===== config.mk =====
export PLATFORM = sky130hd
export DESIGN_NAME = line_clear_scanner_flat
export DESIGN_NICKNAME = d
export VERILOG_FILES = /design/src/rtl/tetris_pkg.sv /design/src/rtl/line_clear_scanner_if.sv /design/src/rtl/row_classify.sv /design/src/rtl/line_clear_scanner.sv /design/src/flat_wrapper.sv
export SDC_FILE = /design/constraint.sdc
export NUM_CORES = 1
export LEC_CHECK = 0
export BUFFER_PORTS_ARGS = -buffer_cell sky130_fd_sc_hd__buf_2
export CORE_ASPECT_RATIO = 0.8
export CORE_MARGIN = 1
export CORE_UTILIZATION = 54
export DETAILED_ROUTE_END_ITERATION = 6
export HOLD_SLACK_MARGIN = 0.06
export PLACE_DENSITY = 0.8
export REMOVE_ABC_BUFFERS = 1
export SLEW_MARGIN = 30
export SYNTH_ARGS = -nofsm -noshare
export SYNTH_HDL_FRONTEND = slang
export SYNTH_SLANG_ARGS = --single-unit

===== constraint.sdc =====
create_clock -name clk -period 2.9 [get_ports clk]
set_clock_uncertainty 0.1 [all_clocks]
set_input_delay 0.58 -clock clk [delete_from_list [all_inputs] [get_ports clk]]
set_output_delay 0.58 -clock clk [all_outputs]
set_load 0.02 [all_outputs]

===== src/rtl/tetris_pkg.sv =====
// Shared playfield definitions for the Tetris display pipeline.
//   BOARD_W / BOARD_H : playfield size in cells (row 0 is the top row)
//   EMPTY_COLOR       : cell value meaning "no block here"
//   row_t             : one playfield row, BOARD_W cells of 16-bit colour
//   scan_state_t      : line_clear_scanner FSM states
package tetris_pkg;

  localparam int          BOARD_W     = 10;
  localparam int          BOARD_H     = 20;
  localparam logic [15:0] EMPTY_COLOR = 16'h000F;

  typedef logic [BOARD_W-1:0][15:0] row_t;

  typedef enum logic [2:0] {
    IDLE     = 3'd0,
    REQ      = 3'd1,
    WAIT     = 3'd2,
    EVAL     = 3'd3,
    CLEAR    = 3'd4,
    WAIT_ACK = 3'd5,
    DONE     = 3'd6
  } scan_state_t;

endpackage


===== src/rtl/line_clear_scanner_if.sv =====
// Scanner <-> VRAM writer link.
//   Row read : row_ld (1-cycle request) + row, answered by row_ready + read_reg.
//   Row clear: clear_the_row_ho is held with clear_row/clear_num_rows stable
//              until the writer pulses clear_ack; the request drops the
//              cycle after the ack is sampled.
//   master = scanner side, slave = VRAM writer side.
interface line_clear_scanner_if;
  logic              row_ld;
  logic [7:0]        row;
  logic              row_ready;
  tetris_pkg::row_t  read_reg;
  logic              clear_the_row_ho;
  logic [7:0]        clear_row;
  logic [7:0]        clear_num_rows;
  logic              clear_ack;

  modport master (
    output row_ld, row, clear_the_row_ho, clear_row, clear_num_rows,
    input  row_ready, read_reg, clear_ack
  );

  modport slave (
    input  row_ld, row, clear_the_row_ho, clear_row, clear_num_rows,
    output row_ready, read_reg, clear_ack
  );
endinterface


===== src/rtl/row_classify.sv =====
// Combinational row classifier.
//   cells_i : one playfield row
//   full_o  : every cell differs from EMPTY_COLOR
//   empty_o : every cell equals EMPTY_COLOR
module row_classify
  import tetris_pkg::*;
(
  input  row_t cells_i,
  output logic full_o,
  output logic empty_o
);

  always_comb begin
    full_o  = 1'b1;
    empty_o = 1'b1;
    for (int c = 0; c < BOARD_W; c++) begin
      if (cells_i[c] == EMPTY_COLOR) full_o  = 1'b0;
      else                           empty_o = 1'b0;
    end
  end

endmodule


===== src/rtl/line_clear_scanner.sv =====
// Line-clear scanner: after each piece lock, reads the playfield bottom-up,
// finds runs of up to four full rows and asks the VRAM writer to collapse
// them, rescanning from the bottom after each collapse.
//   clk, reset  : clock, asynchronous active-low reset
//   start       : piece-lock strobe (collapsed into one pending scan if busy)
//   vram        : row read / row clear link to the VRAM writer
//   busy        : FSM not in IDLE
//   scan_done   : one-cycle pulse when a scan finds nothing more to clear
//   lines_total : saturating count of cleared lines
//   state_o     : current FSM state (debug)
module line_clear_scanner
  import tetris_pkg::*;
#(
  parameter int RD_TIMEOUT = 1024
) (
  input  logic                 clk,
  input  logic                 reset,
  input  logic                 start,
  line_clear_scanner_if.master vram,
  output logic                 busy,
  output logic                 scan_done,
  output logic [15:0]          lines_total,
  output scan_state_t          state_o
);

  localparam int          CW      = $clog2(RD_TIMEOUT) + 1;
  localparam logic [CW-1:0] TO_LAST = CW'(RD_TIMEOUT - 1);
  localparam logic [7:0]  ROW_BOT = 8'(BOARD_H - 1);

  scan_state_t   state_q, state_d;
  logic [7:0]    row_q, row_d;
  logic [7:0]    run_base_q, run_base_d;
  logic [2:0]    run_len_q, run_len_d;
  row_t          cells_q, cells_d;
  logic [CW-1:0] tmo_q, tmo_d;
  logic          ho_q, ho_d;
  logic [7:0]    clear_row_q, clear_row_d;
  logic [7:0]    clear_num_q, clear_num_d;
  logic [15:0]   lines_q, lines_d;
  logic          pending_q, pending_d;

  logic          full, empty;
  logic [2:0]    run_len_inc;
  logic [16:0]   lines_sum;

  row_classify u_classify (
    .cells_i (cells_q),
    .full_o  (full),
    .empty_o (empty)
  );

  assign run_len_inc = run_len_q + 3'd1;
  assign lines_sum   = {1'b0, lines_q} + 17'(run_len_q);

  always_comb begin
    state_d     = state_q;
    row_d       = row_q;
    run_base_d  = run_base_q;
    run_len_d   = run_len_q;
    cells_d     = cells_q;
    tmo_d       = tmo_q;
    ho_d        = ho_q;
    clear_row_d = clear_row_q;
    clear_num_d = clear_num_q;
    lines_d     = lines_q;
    pending_d   = pending_q;

    if (start && state_q != IDLE) pending_d = 1'b1;

    case (state_q)
      IDLE: begin
        if (start) begin
          state_d   = REQ;
          row_d     = ROW_BOT;
          run_len_d = 3'd0;
        end
      end
      REQ: begin
        // Loaded with 1 so a silent writer sees the re-read exactly
        // RD_TIMEOUT cycles after the previous row_ld.
        tmo_d   = CW'(1);
        state_d = WAIT;
      end
      WAIT: begin
        if (vram.row_ready) begin
          cells_d = vram.read_reg;
          state_d = EVAL;
        end else if (tmo_q == TO_LAST) begin
          state_d = REQ;
        end else begin
          tmo_d = tmo_q + CW'(1);
        end
      end
      EVAL: begin
        if (full) begin
          if (run_len_q == 3'd0) run_base_d = row_q;
          run_len_d = run_len_inc;
          if (run_len_inc == 3'd4 || row_q == 8'd0) begin
            state_d = CLEAR;
          end else begin
            row_d   = row_q - 8'd1;
            state_d = REQ;
          end
        end else if (run_len_q != 3'd0) begin
          state_d = CLEAR;
        end else if (empty || row_q == 8'd0) begin
          // Nothing stacks above an empty row, so the scan can stop here.
          state_d = DONE;
        end else begin
          row_d   = row_q - 8'd1;
          state_d = REQ;
        end
      end
      CLEAR: begin
        clear_row_d = run_base_q;
        clear_num_d = {5'd0, run_len_q};
        ho_d        = 1'b1;
        state_d     = WAIT_ACK;
      end
      WAIT_ACK: begin
        if (vram.clear_ack) begin
          lines_d   = lines_sum[16] ? 16'hFFFF : lines_sum[15:0];
          ho_d      = 1'b0;
          run_len_d = 3'd0;
          row_d     = ROW_BOT;
          state_d   = REQ;
        end
      end
      DONE: begin
        // A strobe landing in this very cycle also counts as pending.
        if (pending_q || start) begin
          pending_d = 1'b0;
          row_d     = ROW_BOT;
          state_d   = REQ;
        end else begin
          state_d = IDLE;
        end
      end
      default: state_d = IDLE;
    endcase
  end

  always_ff @(posedge clk or negedge reset) begin
    if (!reset) begin
      state_q     <= IDLE;
      row_q       <= 8'd0;
      run_base_q  <= 8'd0;
      run_len_q   <= 3'd0;
      cells_q     <= '0;
      tmo_q       <= '0;
      ho_q        <= 1'b0;
      clear_row_q <= 8'd0;
      clear_num_q <= 8'd0;
      lines_q     <= 16'd0;
      pending_q   <= 1'b0;
    end else begin
      state_q     <= state_d;
      row_q       <= row_d;
      run_base_q  <= run_base_d;
      run_len_q   <= run_len_d;
      cells_q     <= cells_d;
      tmo_q       <= tmo_d;
      ho_q        <= ho_d;
      clear_row_q <= clear_row_d;
      clear_num_q <= clear_num_d;
      lines_q     <= lines_d;
      pending_q   <= pending_d;
    end
  end

  assign vram.row_ld           = (state_q == REQ);
  assign vram.row              = row_q;
  assign vram.clear_the_row_ho = ho_q;
  assign vram.clear_row        = clear_row_q;
  assign vram.clear_num_rows   = clear_num_q;
  assign busy                  = (state_q != IDLE);
  assign scan_done             = (state_q == DONE);
  assign lines_total           = lines_q;
  assign state_o               = state_q;

endmodule


===== src/flat_wrapper.sv =====
// flat-port wrapper written by rule: the top's interface ports become plain ports
module line_clear_scanner_flat import tetris_pkg::*;
#(
  parameter int RD_TIMEOUT = 1024
)
  (clk, reset, start, busy, scan_done, lines_total, state_o, vram_row_ld, vram_row, vram_clear_the_row_ho, vram_clear_row, vram_clear_num_rows, vram_row_ready, vram_read_reg, vram_clear_ack);
  line_clear_scanner_if vram_i ();
  input  logic clk;
  input  logic reset;
  input  logic start;
  output logic busy;
  output logic scan_done;
  output logic [15:0] lines_total;
  output scan_state_t state_o;
  output wire logic [$bits(vram_i.row_ld)-1:0] vram_row_ld;
  output wire logic [$bits(vram_i.row)-1:0] vram_row;
  output wire logic [$bits(vram_i.clear_the_row_ho)-1:0] vram_clear_the_row_ho;
  output wire logic [$bits(vram_i.clear_row)-1:0] vram_clear_row;
  output wire logic [$bits(vram_i.clear_num_rows)-1:0] vram_clear_num_rows;
  input wire logic [$bits(vram_i.row_ready)-1:0] vram_row_ready;
  input wire logic [$bits(vram_i.read_reg)-1:0] vram_read_reg;
  input wire logic [$bits(vram_i.clear_ack)-1:0] vram_clear_ack;
  assign vram_row_ld = vram_i.row_ld;
  assign vram_row = vram_i.row;
  assign vram_clear_the_row_ho = vram_i.clear_the_row_ho;
  assign vram_clear_row = vram_i.clear_row;
  assign vram_clear_num_rows = vram_i.clear_num_rows;
  assign vram_i.row_ready = vram_row_ready;
  assign vram_i.read_reg = vram_read_reg;
  assign vram_i.clear_ack = vram_clear_ack;
  line_clear_scanner #(.RD_TIMEOUT(RD_TIMEOUT)) u_core (.clk(clk), .reset(reset), .start(start), .vram(vram_i), .busy(busy), .scan_done(scan_done), .lines_total(lines_total), .state_o(state_o));
endmodule

==> impl_metrics.tcl <==
set metrics [dict create \
    status "finished clean" \
    fin_cells 1151 \
    pre_cts_ws_ns 0.329 \
    crit_arrival_ns 2.91 \
    ys_seq_area_frac 0.580 \
    grt_pass1_vias 6618 \
    timing.final.hold_violations 0 \
    synth.avg_cell_area_sq_um 13.9 \
    setup_ws_ns 0.319 \
    worstPathRequired_ns 3.23 \
    drc 0 \
    crit_type "flip-flop to flip-flop" \
    area.growth.synth_to_final_pct 22.4 \
    synth-edff-count 0 \
    avgViaCountPerCell 5.44 \
    yosys_warnings 0 \
    synth.distinct_cells 60 \
    relSlewSlack 0.515 \
    cts_buffer_depth 3 \
    setup_violations 0 \
    path_max_fanout 5 \
    cts_buffers 22 \
    io_pins 212 \
    utilization 0.677 \
    routed-via-count 6264 \
    p_comb_frac 0.263 \
    root_buffer "clkbuf_16" \
    row_count 43 \
    die_h_um 121 \
    cts_sinks 222 \
    async_reset_ff_frac 1.00 \
    fin_crit_ns 2.58 \
    cts_setup_buffers 0 \
    cp_num_buf_inv 0 \
    muxShareOfSynthArea 0.215 \
    syn-cell-area_sq_um 9570 \
    max_clock_freq_ghz 0.387 \
    crit_family "simple AND/OR/NAND/NOR gates" \
    drive_above_1_share 0.503 \
    max-vdd-ir-drop_mv 0.626 \
    synth_ff_type "dfrtp_1" \
    cts_resized 0 \
    die_x_um 151 \
    holdPathStages 2 \
    synth_area_leaders "dfrtp_1 58%, mux2_2 21%, nor4_1 1.4%, ha_1 1.2%, nand2_1 1.1%" \
    crit_path_end_kind "flip-flop" \
    overflow 0 \
    hp-class "input port to flip-flop" \
    synthMostInstantiatedCell "dfrtp_1" \
    core_area_sq_um 17300 \
    whs_ns 0.207 \
    cp.depth 8 \
    synth-compound-area-share 0.0367 \
    drt-pass1-iter-count 4 \
    grt_usage 0.225 \
    synth_area_leader_cell "dfrtp_1" \
    wl_per_cell_um 17.0 \
    globalplace.congestion 0.781 \
    routed_wl_um 19500 \
    worst_slew_pin_slew_ns 0.722 \
    maxCapViolCount 0 \
    setup_tns_ns 0 \
    dr.first_iter.drc_count 278 \
    nNetsFinal 1084 \
    dp_cells 1109 \
    cpMaxStageDelayCell "nor4_1" \
    power_density_nw_per_um2 947 \
    hold_buffers 1 \
    synthAdderAreaFrac 0.0139 \
    synthXorXnorAreaFrac 0.0137 \
    swShare 0.284 \
    cts_tree "done" \
    final_antenna_net_count 0 \
    p_sw_mw 3.15 \
    synthCells 690 \
    htreeDepth 1 \
    pwr-share-clk 0.275 \
    grt_max_degree 82 \
    dp_hpwl_um 14200 \
    dpl-instance-area_sq_um 10900 \
    synth_top_family_by_area "multiplexers" \
    synth-seq-cells 222 \
    final_max_slew_viol_count 0 \
    p_total_mw 11.1 \
    numPortBuffers 206 \
    internal_power_mw 7.95 \
    antenna_found_initial 5 \
    insertion_delay_ns 0.50 \
    fin_area_sq_um 11700 \
    critPathMaxStageDelay_ns 0.56 \
    rsz0062_at_grt "false" \
    initial_core_util 0.553 \
    path_clk_slew_ns 0.07 \
    cp_common_cell "nor4_1" \
    crit_chain "nor4_1 -> nand4_1 -> nor4_1 -> nand3_1 -> nand4b_4 -> a31oi_4 -> a21o_1 -> a21oi_2" \
    worstRegToRegCells 8 \
    synth_top_cell_area_share 0.580 \
    p_leak_nw 5.47 \
    start_kind "flip-flop" \
    min_period_over_period 0.890 \
    yosys.area_share.simple 0.119 \
    seq_power_share 0.462 \
    yosys-top-cells-count "222 x dfrtp_1, 180 x mux2_2, 29 x nand2_1" \
    grt_pass1_wl_um 32500 \
    dieArea_sq_um 18300 \
]
==> layer usage <==
layer	track usage	wire length, um	up-vias
met5	0	20	-
li1	-	-	2950
met2	0.352	8520	188
met3	0.0805	1930	29
met1	0.301	8750	3093
met4	0.0500	323	4
==> sequential cells by signal, summed over array words and instances (netlist names) <==
register,cells
u_core.cells_q,160
u_core.lines_total,16
u_core.tmo_q,11
u_core.run_base_q,8
u_core.vram.clear_row,8
u_core.vram.row,8
u_core.run_len_q,3
u_core.state_o,3
u_core.vram.clear_num_rows,3
u_core.pending_q,1
u_core.vram.clear_the_row_ho,1
==> path summary, 6_finish.rpt <==
kind	from	end	slack, ns
hold / removal	vram_read_reg[111]	u_core.cells_q[111]$_DFFE_PN0P_	0.21
setup reg to reg	u_core.cells_q[154]$_DFFE_PN0P_	u_core.vram.row[6]$_DFFE_PN0P_	0.32
max in group asynchronous	reset	u_core.cells_q[136]$_DFFE_PN0P_	1.38
min in group asynchronous	reset	u_core.lines_total[10]$_DFFE_PN0P_	0.58
hold reg to reg	u_core.cells_q[50]$_DFFE_PN0P_	u_core.cells_q[50]$_DFFE_PN0P_	0.40
setup / recovery	u_core.cells_q[154]$_DFFE_PN0P_	u_core.vram.row[6]$_DFFE_PN0P_	0.32
==> cells in the final DEF (no fill, tap or decap), drive strengths merged, types with 12 or more instances in the layout <==
| cell type | n |
|---|---|
| nand2 | 30 |
| o21ai | 12 |
| inv | 12 |
| clkbuf | 30 |
| mux2 | 181 |
| nand3 | 16 |
| nor2 | 21 |
| buf | 220 |
| dfrtp | 222 |
| nor4 | 25 |
| nand4 | 19 |
==> cell families after synthesis <==
kind of cell / Yosys count
muxes: 183
buffers and inverters: 42
other: 1
adders and majority gates: 10
AOI/OAI and AO/OA: 47
DFF: 222
xor gates and xnor gates: 15
and+or+nand+nor: 170
==> cell type report <==
class / instances / area (sq um)
fill: 1278 / 5600
sequential: 222 / 5560
multi-input combinational: 430 / 3840
timing repair buffer: 221 / 1210
clock buffer: 30 / 642
tap: 225 / 282
clock inverter: 9 / 148
inverter: 12 / 45.0
antenna: 2 / 5.00
==> worst reg2reg max path: cells and delay by family (launching register included) <==
kind            cells  cell delay, ns
compound gates      3            0.46
flops               1            0.37
simple gates        5            1.58
==> power by group through the flow <==
stage               Sequential, mW  Combinational (mW)  Clock, mW
CTS                           5.14                2.95       3.12
global route                  5.31                3.21       3.26
floorplan                     5.02                2.32          0
detailed placement            5.17                2.94          0
finish                        5.13                2.92       3.05
global placement              5.11                2.83          0
(Power assumes the default switching activity.)
